File: config.mk
export PLATFORM = sky130hd
export DESIGN_NAME = cpu5_ifu
export DESIGN_NICKNAME = d
export VERILOG_FILES = /design/src/rtl/cpu5_ifu.sv
export SDC_FILE = /design/constraint.sdc
export NUM_CORES = 1
export LEC_CHECK = 0
export CAP_MARGIN = 20
export CORE_MARGIN = 3
export CORE_UTILIZATION = 42
export DETAILED_ROUTE_END_ITERATION = 10
export PLACE_DENSITY = 0.8
export SLEW_MARGIN = 20
export SYNTH_ARGS = -nofsm -noshare
export SYNTH_HDL_FRONTEND = slang
export SYNTH_SLANG_ARGS = --single-unit
File: constraint.sdc
create_clock -name clk -period 2.9 [get_ports clk]
set_input_delay 0.435 -clock clk [delete_from_list [all_inputs] [get_ports clk]]
set_output_delay 0.435 -clock clk [all_outputs]
set_load 0.02 [all_outputs]
File: src/rtl/cpu5_ifu.sv
// cpu5_ifu -- instruction fetch unit for the cpu5 RV32I core.
//
// Holds the fetch PC, issues one outstanding word fetch at a time to
// instruction memory, and captures each returned word into the IF/ID
// register that feeds the decoder. A one-cycle redirect flushes the IF/ID
// register and restarts fetch at the target; a response that was in flight
// at redirect time is drained and thrown away.
//
// Ports:
//   clk, reset        core clock, synchronous active-high reset
//   imem_req_*        fetch request channel (valid/ready, word address)
//   imem_resp_*       fetch response (no back-pressure, latency >= 1)
//   redirect_*        taken branch/jump pulse and target from execute
//   id_ready          decoder consumes the IF/ID contents this cycle
//   if_*              IF/ID register: valid, word, PC and decoded fields
module cpu5_ifu #(
  parameter logic [31:0] RESET_PC = 32'h0000_0000,
  parameter int          XLEN     = 32  // only 32 is supported
) (
  input  logic            clk,
  input  logic            reset,
  output logic            imem_req_valid,
  input  logic            imem_req_ready,
  output logic [XLEN-1:0] imem_req_addr,
  input  logic            imem_resp_valid,
  input  logic [XLEN-1:0] imem_resp_data,
  input  logic            redirect_valid,
  input  logic [XLEN-1:0] redirect_pc,
  input  logic            id_ready,
  output logic            if_valid,
  output logic [XLEN-1:0] if_instr,
  output logic [XLEN-1:0] if_pc,
  output logic [6:0]      if_op,
  output logic [2:0]      if_funct3,
  output logic [6:0]      if_funct7
);

  localparam logic [XLEN-1:0] NOP = 32'h0000_0013;  // addi x0,x0,0

  typedef enum logic [1:0] {
    S_REQ  = 2'd0,  // ready to issue a fetch
    S_WAIT = 2'd1,  // fetch outstanding, response will be captured
    S_DROP = 2'd2   // fetch outstanding, response will be discarded
  } state_t;

  state_t          state, state_n;
  logic [XLEN-1:0] fetch_pc;
  logic            hs, capture, consume;

  assign imem_req_addr = fetch_pc;
  assign if_op         = if_instr[6:0];
  assign if_funct3     = if_instr[14:12];
  assign if_funct7     = if_instr[31:25];

  // A request is only issued when IF/ID is empty or being drained this
  // cycle, so the register is always free by the time the word returns.
  always_comb begin
    imem_req_valid = (state == S_REQ) & (~if_valid | id_ready) & ~reset;
    hs             = imem_req_valid & imem_req_ready;
    capture        = (state == S_WAIT) & imem_resp_valid & ~redirect_valid;
    consume        = if_valid & id_ready;
    state_n        = state;
    if (redirect_valid) begin
      // Drain if a fetch is still in flight after this cycle: either one
      // was just accepted, or the pending one has not answered yet.
      if ((state == S_REQ) ? hs : ~imem_resp_valid) state_n = S_DROP;
      else                                          state_n = S_REQ;
    end else begin
      unique case (state)
        S_REQ:         if (hs)              state_n = S_WAIT;
        S_WAIT,
        S_DROP:        if (imem_resp_valid) state_n = S_REQ;
        default:                            state_n = S_REQ;
      endcase
    end
  end

  always_ff @(posedge clk) begin
    if (reset) state <= S_REQ;
    else       state <= state_n;
  end

  always_ff @(posedge clk) begin
    if (reset) begin
      fetch_pc <= RESET_PC;
      if_valid <= 1'b0;
      if_instr <= NOP;
      if_pc    <= RESET_PC;
    end else if (redirect_valid) begin
      fetch_pc <= {redirect_pc[XLEN-1:2], 2'b00};
      if_valid <= 1'b0;
    end else if (capture) begin
      // Capture may coincide with consumption; the new word simply replaces
      // the one the decoder is taking.
      if_instr <= imem_resp_data;
      if_pc    <= fetch_pc;
      if_valid <= 1'b1;
      fetch_pc <= fetch_pc + XLEN'(4);
    end else if (consume) begin
      if_valid <= 1'b0;
    end
  end

endmodule

==> qor.csv, run 1 <==
stage,metric,value,unit
run_status,status,"finished, final reports clean",
global_routing,vias in the first global route,4132,
die,Initial Util,0.4327,
drt,wire per inst,15.23,um
logic_synthesis,dominant cell type by area after synthesis,dfxtp_1,
global_routing,gr ovfl total,0,
sta,crit share post-route,0.8247,
cts,Sink Count,95,
cts,CTS Hold Bufs,0,
drt,remaining antenna violation count after routing,0,
worst_setup_path,CP Max Fanout,4,
global_routing,largest net degree at the start of global routing,70,
cells_and_area,fraction of layout cells with a size suffix above 1,0.05308,
worst_setup_path,flop2flop setup slack,0.60,ns
drt,drt via density,5.263,
worst_setup_path,crit path kind,flip-flop to output port,
cells_and_area,Final Non-Filler Cells,830,
worst_setup_path,worst r2r dst,imem_req_addr[16]$_SDFFE_PP0P_,
sta,Slew @ Worst Pin,0.7430,ns
cells_and_area,area delta synth->final,45.73,%
worst_setup_path,Setup crit start kind,flip-flop,
hold_path,hold path depth,2,
placement,Inst Count DP,815,
power_and_ir_drop,Pwr Total,0.002536,W
global_routing,first-pass GRT wire length,20.00,mm
drt,Pre-Repair DR Iteration Count,5,
die,Die Wd,106.6,um
worst_setup_path,worst path required time,2.47,ns
hold_path,Hold Path Class,flip-flop to flip-flop,
sta,final setup fails,0,
sta,Final Max Slew Viols,0,
sta,total negative setup slack,0,ns
placement,GPL Wtd Cong,0.7951,
logic_synthesis,ranking of synthesized cells by area,"dfxtp_1, nand2_1, a21oi_1",
cells_and_area,antenna cells,0,
sta,slew margin rel.,0.5029,
worst_setup_path,FF-to-FF path depth,5,
die,I/O pin total,185,
sta,RSZ-0062 raised after global routing,false,
placement,Port Buf Inserts,178,
sta,Worst Skew,0.009838,ns
cts,CTS tree,yes,
cells_and_area,layout net count,766,
sta,final hold violations,0,
die,Core ar.,0.009819,sq mm
power_and_ir_drop,leakage,2.094,nW
sta,post-route setup slack,0.5083,ns
hold_path,min-delay src,if_pc[21]$_SDFFE_PP0P_,
die,num rows,36,
logic_synthesis,Yosys Warn Count,0,
drt,routed wire length,12.64,mm
cts,Clock transition at path regs,0.09,ns
cts,post-CTS setup buffer count,0,
flow_run,Max-Cap Viols,0,
worst_setup_path,worst r2r src,imem_req_addr[2]$_SDFFE_PP0P_,
sta,Max Clk Rate,418.1,MHz
logic_synthesis,"FF+latch count, synth",95,
logic_synthesis,synthesized instance count,546,
sta,crit path time final,2.392,ns
cts,Num CTS Buffers,9,
die,Die H,106.6,um
logic_synthesis,post-synthesis sequential area ratio,0.4476,
logic_synthesis,top-area cell type share of the netlist area,0.4476,
logic_synthesis,mean post-synth cell area,7.782,sq um
worst_setup_path,CP arrival,1.96,ns
cts,H-tree depth,3,
logic_synthesis,Post-Synthesis Cell Area,0.004249,sq mm
cts,Root Buffer,clkbuf_8,
die,Die Area,0.01136,sq mm
placement,dpl hpwl,9.289,mm
global_routing,gr usage total,0.2182,
hold_path,Hold Path Sink,if_pc[21]$_SDFFE_PP0P_,
placement,"worst slack, placed",0.3241,ns
drt,DR iter-0 viols,425,
drt,vias post-DR,4368,
power_and_ir_drop,PD cells,409.6,mW/mm^2
cts,# resized after CTS,0,
logic_synthesis,Yosys cell types,41,
power_and_ir_drop,maximum vdd drop,197.2,uV
cts,CTS Buffer Depth,2,
worst_setup_path,Critical Path Sink Type,output port,
drt,DRC viols,0,
cells_and_area,Finished Core Util,0.6306,
global_routing,initial antenna violation count,0,
cts,worst skew pair latency,0.37,ns
[worst max-delay path: stages, from the launching register on]
cell             delay [ns]
dfxtp_1                0.31
inv_1                  0.09
ha_1                   0.22
nor3b_1                0.29
clkdlybuf4s50_1        0.68
[cells by family (layout without fill, tap and decap cells)]
family	count (synthesis)	in the layout	synth area share
other	1	4	0.0008825
AO/OA/AOI/OAI	119	119	0.1726
flip-flops	95	95	0.4476
buffers and inverters	76	224	0.08716
XOR/XNOR	9	9	0.01855
adder cells (fa/ha/maj)	3	3	0.008835
AND/OR/NAND/NOR	243	243	0.2644
[power breakdown]
| group | leakage [nW] | total [W] | switching (W) | internal (W) |
|---|---|---|---|---|
| Clock | 0.0845 | 0.000793 | 0.000463 | 0.000330 |
| Sequential | 0.773 | 0.00139 | 0.0000531 | 0.00134 |
| Combinational | 1.24 | 0.000352 | 0.000164 | 0.000187 |
[sequential cells by signal, summed over array words and instances, names as in the netlist]
| register | count |
|---|---|
| if_instr | 32 |
| if_pc | 30 |
| imem_req_addr | 30 |
| state | 2 |
| if_valid | 1 |
[layout by cell type (no fill, tap or decap), drive strengths merged, types with 3 or more instances in the layout]
cell type and n:
a2111oi 7, a211oi 9, a21oi 69, a221oi 4, a311oi 10, and3 5
and4 7, buf 16, clkbuf 10, clkdlybuf4s50 177, conb 4, dfxtp 95
ha 3, inv 17, nand2 144, nand3 12, nand3b 3, nand4 8
nor2 24, nor2b 7, nor3 8, nor3b 4, nor4 9, o211ai 4
o21ai 8, or3 6, or4 3, xnor2 9
[cell type report]
cell class	instances	area, sq um
inverters	16	60.06
clock inverters	5	33.78
flip-flops and latches	95	1902
clock buffers	10	137.6
well taps	133	166.4
fillers	893	3627
multi-input cells	378	2001
repair buffers	193	1892
[metrics by stage]
stage	hold WS, ns	instance area (sq um)
CTS	0.4604	6192
floorplan	0.5014	4260
global route	0.4768	6192
detailed placement	0.4482	6021
finish	0.4583	6192
global placement	0.4414	6021
[routing by layer]
metal  global-route usage  vias up  routed length, um
met3              0.05840       25                880
met5                    0        -                  0
met2               0.3584      158               6116
met1               0.2725     2036               5332
li1                     -     2149                  -
met4              0.08676        0                314
[synth_stat cells]
master and n:
a2111oi_0 6, a2111oi_1 1, a211o_1 1, a211oi_1 9
a21oi_1 69, a221o_1 1, a221oi_1 4, a311oi_1 10
a31oi_1 1, and2_1 2, and3_1 5, and4_1 7
buf_1 2, buf_2 2, buf_4 22, clkbuf_1 34
conb_1 1, dfxtp_1 95, ha_1 3, inv_1 16
nand2_1 144, nand3_1 12, nand3b_1 3, nand4_1 6
nand4_2 2, nor2_1 24, nor2b_1 7, nor3_1 8
nor3b_1 4, nor4_1 8, nor4_2 1, o211ai_1 4
o21a_1 1, o21ai_0 8, o311ai_0 1, o31a_1 1
o31ai_1 2, or2_2 1, or3_1 6, or4_1 3
xnor2_1 9
[worst max path at each step]
| stage | from | depth (start not counted) | slack, ns | to |
|---|---|---|---|---|
| floorplan | state[1]$_SDFFE_PP0P_ | 8 | 0.68 | imem_req_addr[27]$_SDFFE_PP0P_ |
| global placement | imem_resp_valid | 5 | 0.38 | imem_req_addr[27]$_SDFFE_PP0P_ |
| detailed placement | imem_resp_valid | 5 | 0.32 | imem_req_addr[27]$_SDFFE_PP0P_ |
| CTS | state[1]$_SDFFE_PP0P_ | 4 | 0.50 | imem_req_valid |
| global route | state[1]$_SDFFE_PP0P_ | 4 | 0.39 | imem_req_valid |
| finish | state[1]$_SDFFE_PP0P_ | 4 | 0.51 | imem_req_valid |
Note: power is estimated with default switching activity, not from simulation.
==> run 2: changes to the inputs <==
clock period = 2.39 ns   (was 2.9 ns; I/O delays follow)
==> run 2 against run 1 <==
Compared with the run above:
- core utilization is 1.9 points higher
- sequential cell count stayed put
- critical path depth is 2 higher
- global-route usage is 0.30 points higher
- clock skew is 0.0018 ns lower
- first-iteration DRC count is 15% lower
- wire length is 2.8% higher
- final cell count is 1.8% higher
- critical path type is now flip-flop to flip-flop
- critical endpoint is now imem_req_addr[27]$_SDFFE_PP0P_
==> qor.csv, run 2 (synthesized netlist as in run 1, its figures left out) <==
stage,metric,value,unit,change
worst_setup_path,CP max stage cell,or4_1,,
power_and_ir_drop,net switching fraction of the power,0.2436,,-0.02461
global_routing,largest net degree at the start of global routing,104,,+49%
die,Die Area,0.01136,sq mm,unchanged
cts,CTS tree,yes,,
cells_and_area,"most common cell after layout, fill and taps aside",clkdlybuf4s50_1,,
sta,Worst Skew,0.008000,ns,-0.001838 ns
worst_setup_path,worst path required time,2.63,ns,+0.16 ns
die,I/O pin total,185,,unchanged
cells_and_area,layout net count,780,,+1.8%
drt,DR iter-0 viols,360,,-15%
cells_and_area,area delta synth->final,50.03,%,
cts,CTS Hold Bufs,0,,unchanged
power_and_ir_drop,internal power,0.002558,W,+38%
drt,drt via density,5.271,,+0.16%
cts,post-CTS setup buffer count,0,,unchanged
global_routing,vias in the first global route,4184,,+1.3%
cells_and_area,fraction of layout cells with a size suffix above 1,0.07163,,+0.01854
global_routing,initial antenna violation count,0,,unchanged
worst_setup_path,worst r2r src,state[1]$_SDFFE_PP0P_,,
power_and_ir_drop,maximum vdd drop,300.4,uV,+52%
run_status,status,"finished, final reports clean",,
sta,RSZ-0062 raised after global routing,false,,
cells_and_area,antenna cells,0,,unchanged
drt,wire per inst,15.38,um,+0.98%
die,num rows,36,,unchanged
placement,dpl hpwl,9.309,mm,+0.21%
global_routing,first-pass GRT wire length,20.45,mm,+2.2%
cells_and_area,"commonest non-fill, non-tap cells in the layout","clkdlybuf4s50_1, nand2_1, dfxtp_1",,
worst_setup_path,crit path kind,flip-flop to flip-flop,,
power_and_ir_drop,leakage,2.202,nW,+5.1%
placement,Port Buf Inserts,178,,unchanged
worst_setup_path,max incr delay on CP,0.63,ns,-0.05 ns
placement,"Cell Area, Placed",0.006138,sq mm,+2.0%
power_and_ir_drop,Reg power frac,0.497,,-0.052
sta,final hold violations,0,,unchanged
global_routing,gr ovfl total,0,,unchanged
worst_setup_path,Critical Path Sink Type,flip-flop,,
sta,slew margin rel.,0.5930,,+0.09014
sta,post-route setup slack,0.1535,ns,-0.3547 ns
sta,total negative setup slack,0,ns,unchanged
cts,Root Buffer,clkbuf_8,,
worst_setup_path,CP startpoint,state[1]$_SDFFE_PP0P_,,
worst_setup_path,Setup crit start kind,flip-flop,,
power_and_ir_drop,PD cells,530.5,mW/mm^2,+30%
cts,# resized after CTS,0,,unchanged
hold_path,min-delay src,if_instr[11]$_SDFFE_PP0P_,,
sta,crit path time final,2.236,ns,
placement,"worst slack, placed",-0.09919,ns,-0.4233 ns
power_and_ir_drop,combinational power share,0.134,,-0.005
sta,final setup fails,0,,unchanged
drt,DRC viols,0,,unchanged
cells_and_area,Finished Core Util,0.6492,,+0.01860
cts,Num CTS Buffers,9,,unchanged
sta,Slew @ Worst Pin,0.6049,ns,-0.1381 ns
placement,GPL Wtd Cong,0.8536,,+7.4%
cells_and_area,Reg with most FFs,if_instr,,
cts,Sink Count,95,,unchanged
sta,crit share post-route,0.9358,,
flow_run,Max-Cap Viols,0,,unchanged
drt,routed wire length,13.00,mm,+2.8%
drt,vias post-DR,4454,,+2.0%
die,Die Wd,106.6,um,unchanged
drt,remaining antenna violation count after routing,0,,unchanged
worst_setup_path,CP Max Fanout,5,,+1
die,Core ar.,0.009819,sq mm,unchanged
drt,Pre-Repair DR Iteration Count,6,,+1
power_and_ir_drop,Pwr Total,0.003382,W,+33%
power_and_ir_drop,sw power,0.0008239,W,+21%
cts,H-tree depth,3,,unchanged
cells_and_area,number of flip-flops in the largest register,32,,unchanged
hold_path,Hold Path Class,flip-flop to flip-flop,,
worst_setup_path,worst-path cell chain,"inv_1, ha_1, nand4_2, or4_1, or3_1, a2111oi_1",,
die,Initial Util,0.4327,,unchanged
sta,Final Max Slew Viols,0,,unchanged
global_routing,gr usage total,0.2211,,+0.002967
worst_setup_path,CP arrival,2.48,ns,+0.52 ns
cts,Clock transition at path regs,0.09,ns,about the same
power_and_ir_drop,Clk network pwr share,0.369,,+0.056
die,Die H,106.6,um,unchanged
sta,Max Clk Rate,447.1,MHz,
cts,worst skew pair latency,0.35,ns,-0.02 ns
cts,CTS Buffer Depth,2,,unchanged
cells_and_area,final instance area,0.006375,sq mm,+3.0%
==> run 2: metrics by stage <==
step | cells | hold WS (ns)
2_1_floorplan | 549 | 0.4827
3_5_place_dp | 829 | 0.4487
3_3_place_gp | 829 | 0.4416
5_1_grt | 845 | 0.4779
4_1_cts | 845 | 0.4611
6_report | 845 | 0.4574
==> run 2: worst paths after layout <==
path | endpoint | slack, ns | depth (start not counted)
worst max register to register | imem_req_addr[27]$_SDFFE_PP0P_ | 0.15 | 6
worst max-delay path | imem_req_addr[27]$_SDFFE_PP0P_ | 0.15 | 6
worst min-delay path | if_instr[11]$_SDFFE_PP0P_ | 0.46 | 2
worst min register to register | if_instr[11]$_SDFFE_PP0P_ | 0.46 | 2
==> run 2: layout make-up <==
cell class	instances	area, sq um
repair buffers	207	2009
clock inverters	6	108.9
multi-input cells	378	2001
clock buffers	10	127.6
fillers	866	3445
flip-flops and latches	95	1902
inverters	16	60.06
well taps	133	166.4
==> run 2: power by group through the flow <==
stage	Clock (W)	Combinational (W)	Sequential, W
after detailed placement	0	0.000451	0.00172
after floorplan	0	0.000159	0.00175
after CTS	0.00129	0.000454	0.00168
after global routing	0.00136	0.000486	0.00169
final	0.00125	0.000454	0.00168
after global placement	0	0.000443	0.00171
==> run 2: critical path, delay by kind of cell (launching register included) <==
| kind | cells | cell delay (ns) |
|---|---|---|
| and+or+nand+nor | 3 | 1.14 |
| AOI/OAI and AO/OA | 1 | 0.35 |
| DFF | 1 | 0.31 |
| adders and majority gates | 1 | 0.24 |
| buffers and inverters | 1 | 0.09 |
==> run 2: layer usage <==
metal | share of wire | vias up | track usage | routed length [um]
li1 | - | 2175 | - | -
met1 | 0.42 | 2087 | 0.2792 | 5433
met2 | 0.48 | 172 | 0.3638 | 6285
met3 | 0.078 | 20 | 0.05900 | 1013
met4 | 0.020 | 0 | 0.07945 | 266
met5 | 0 | - | 0 | 0
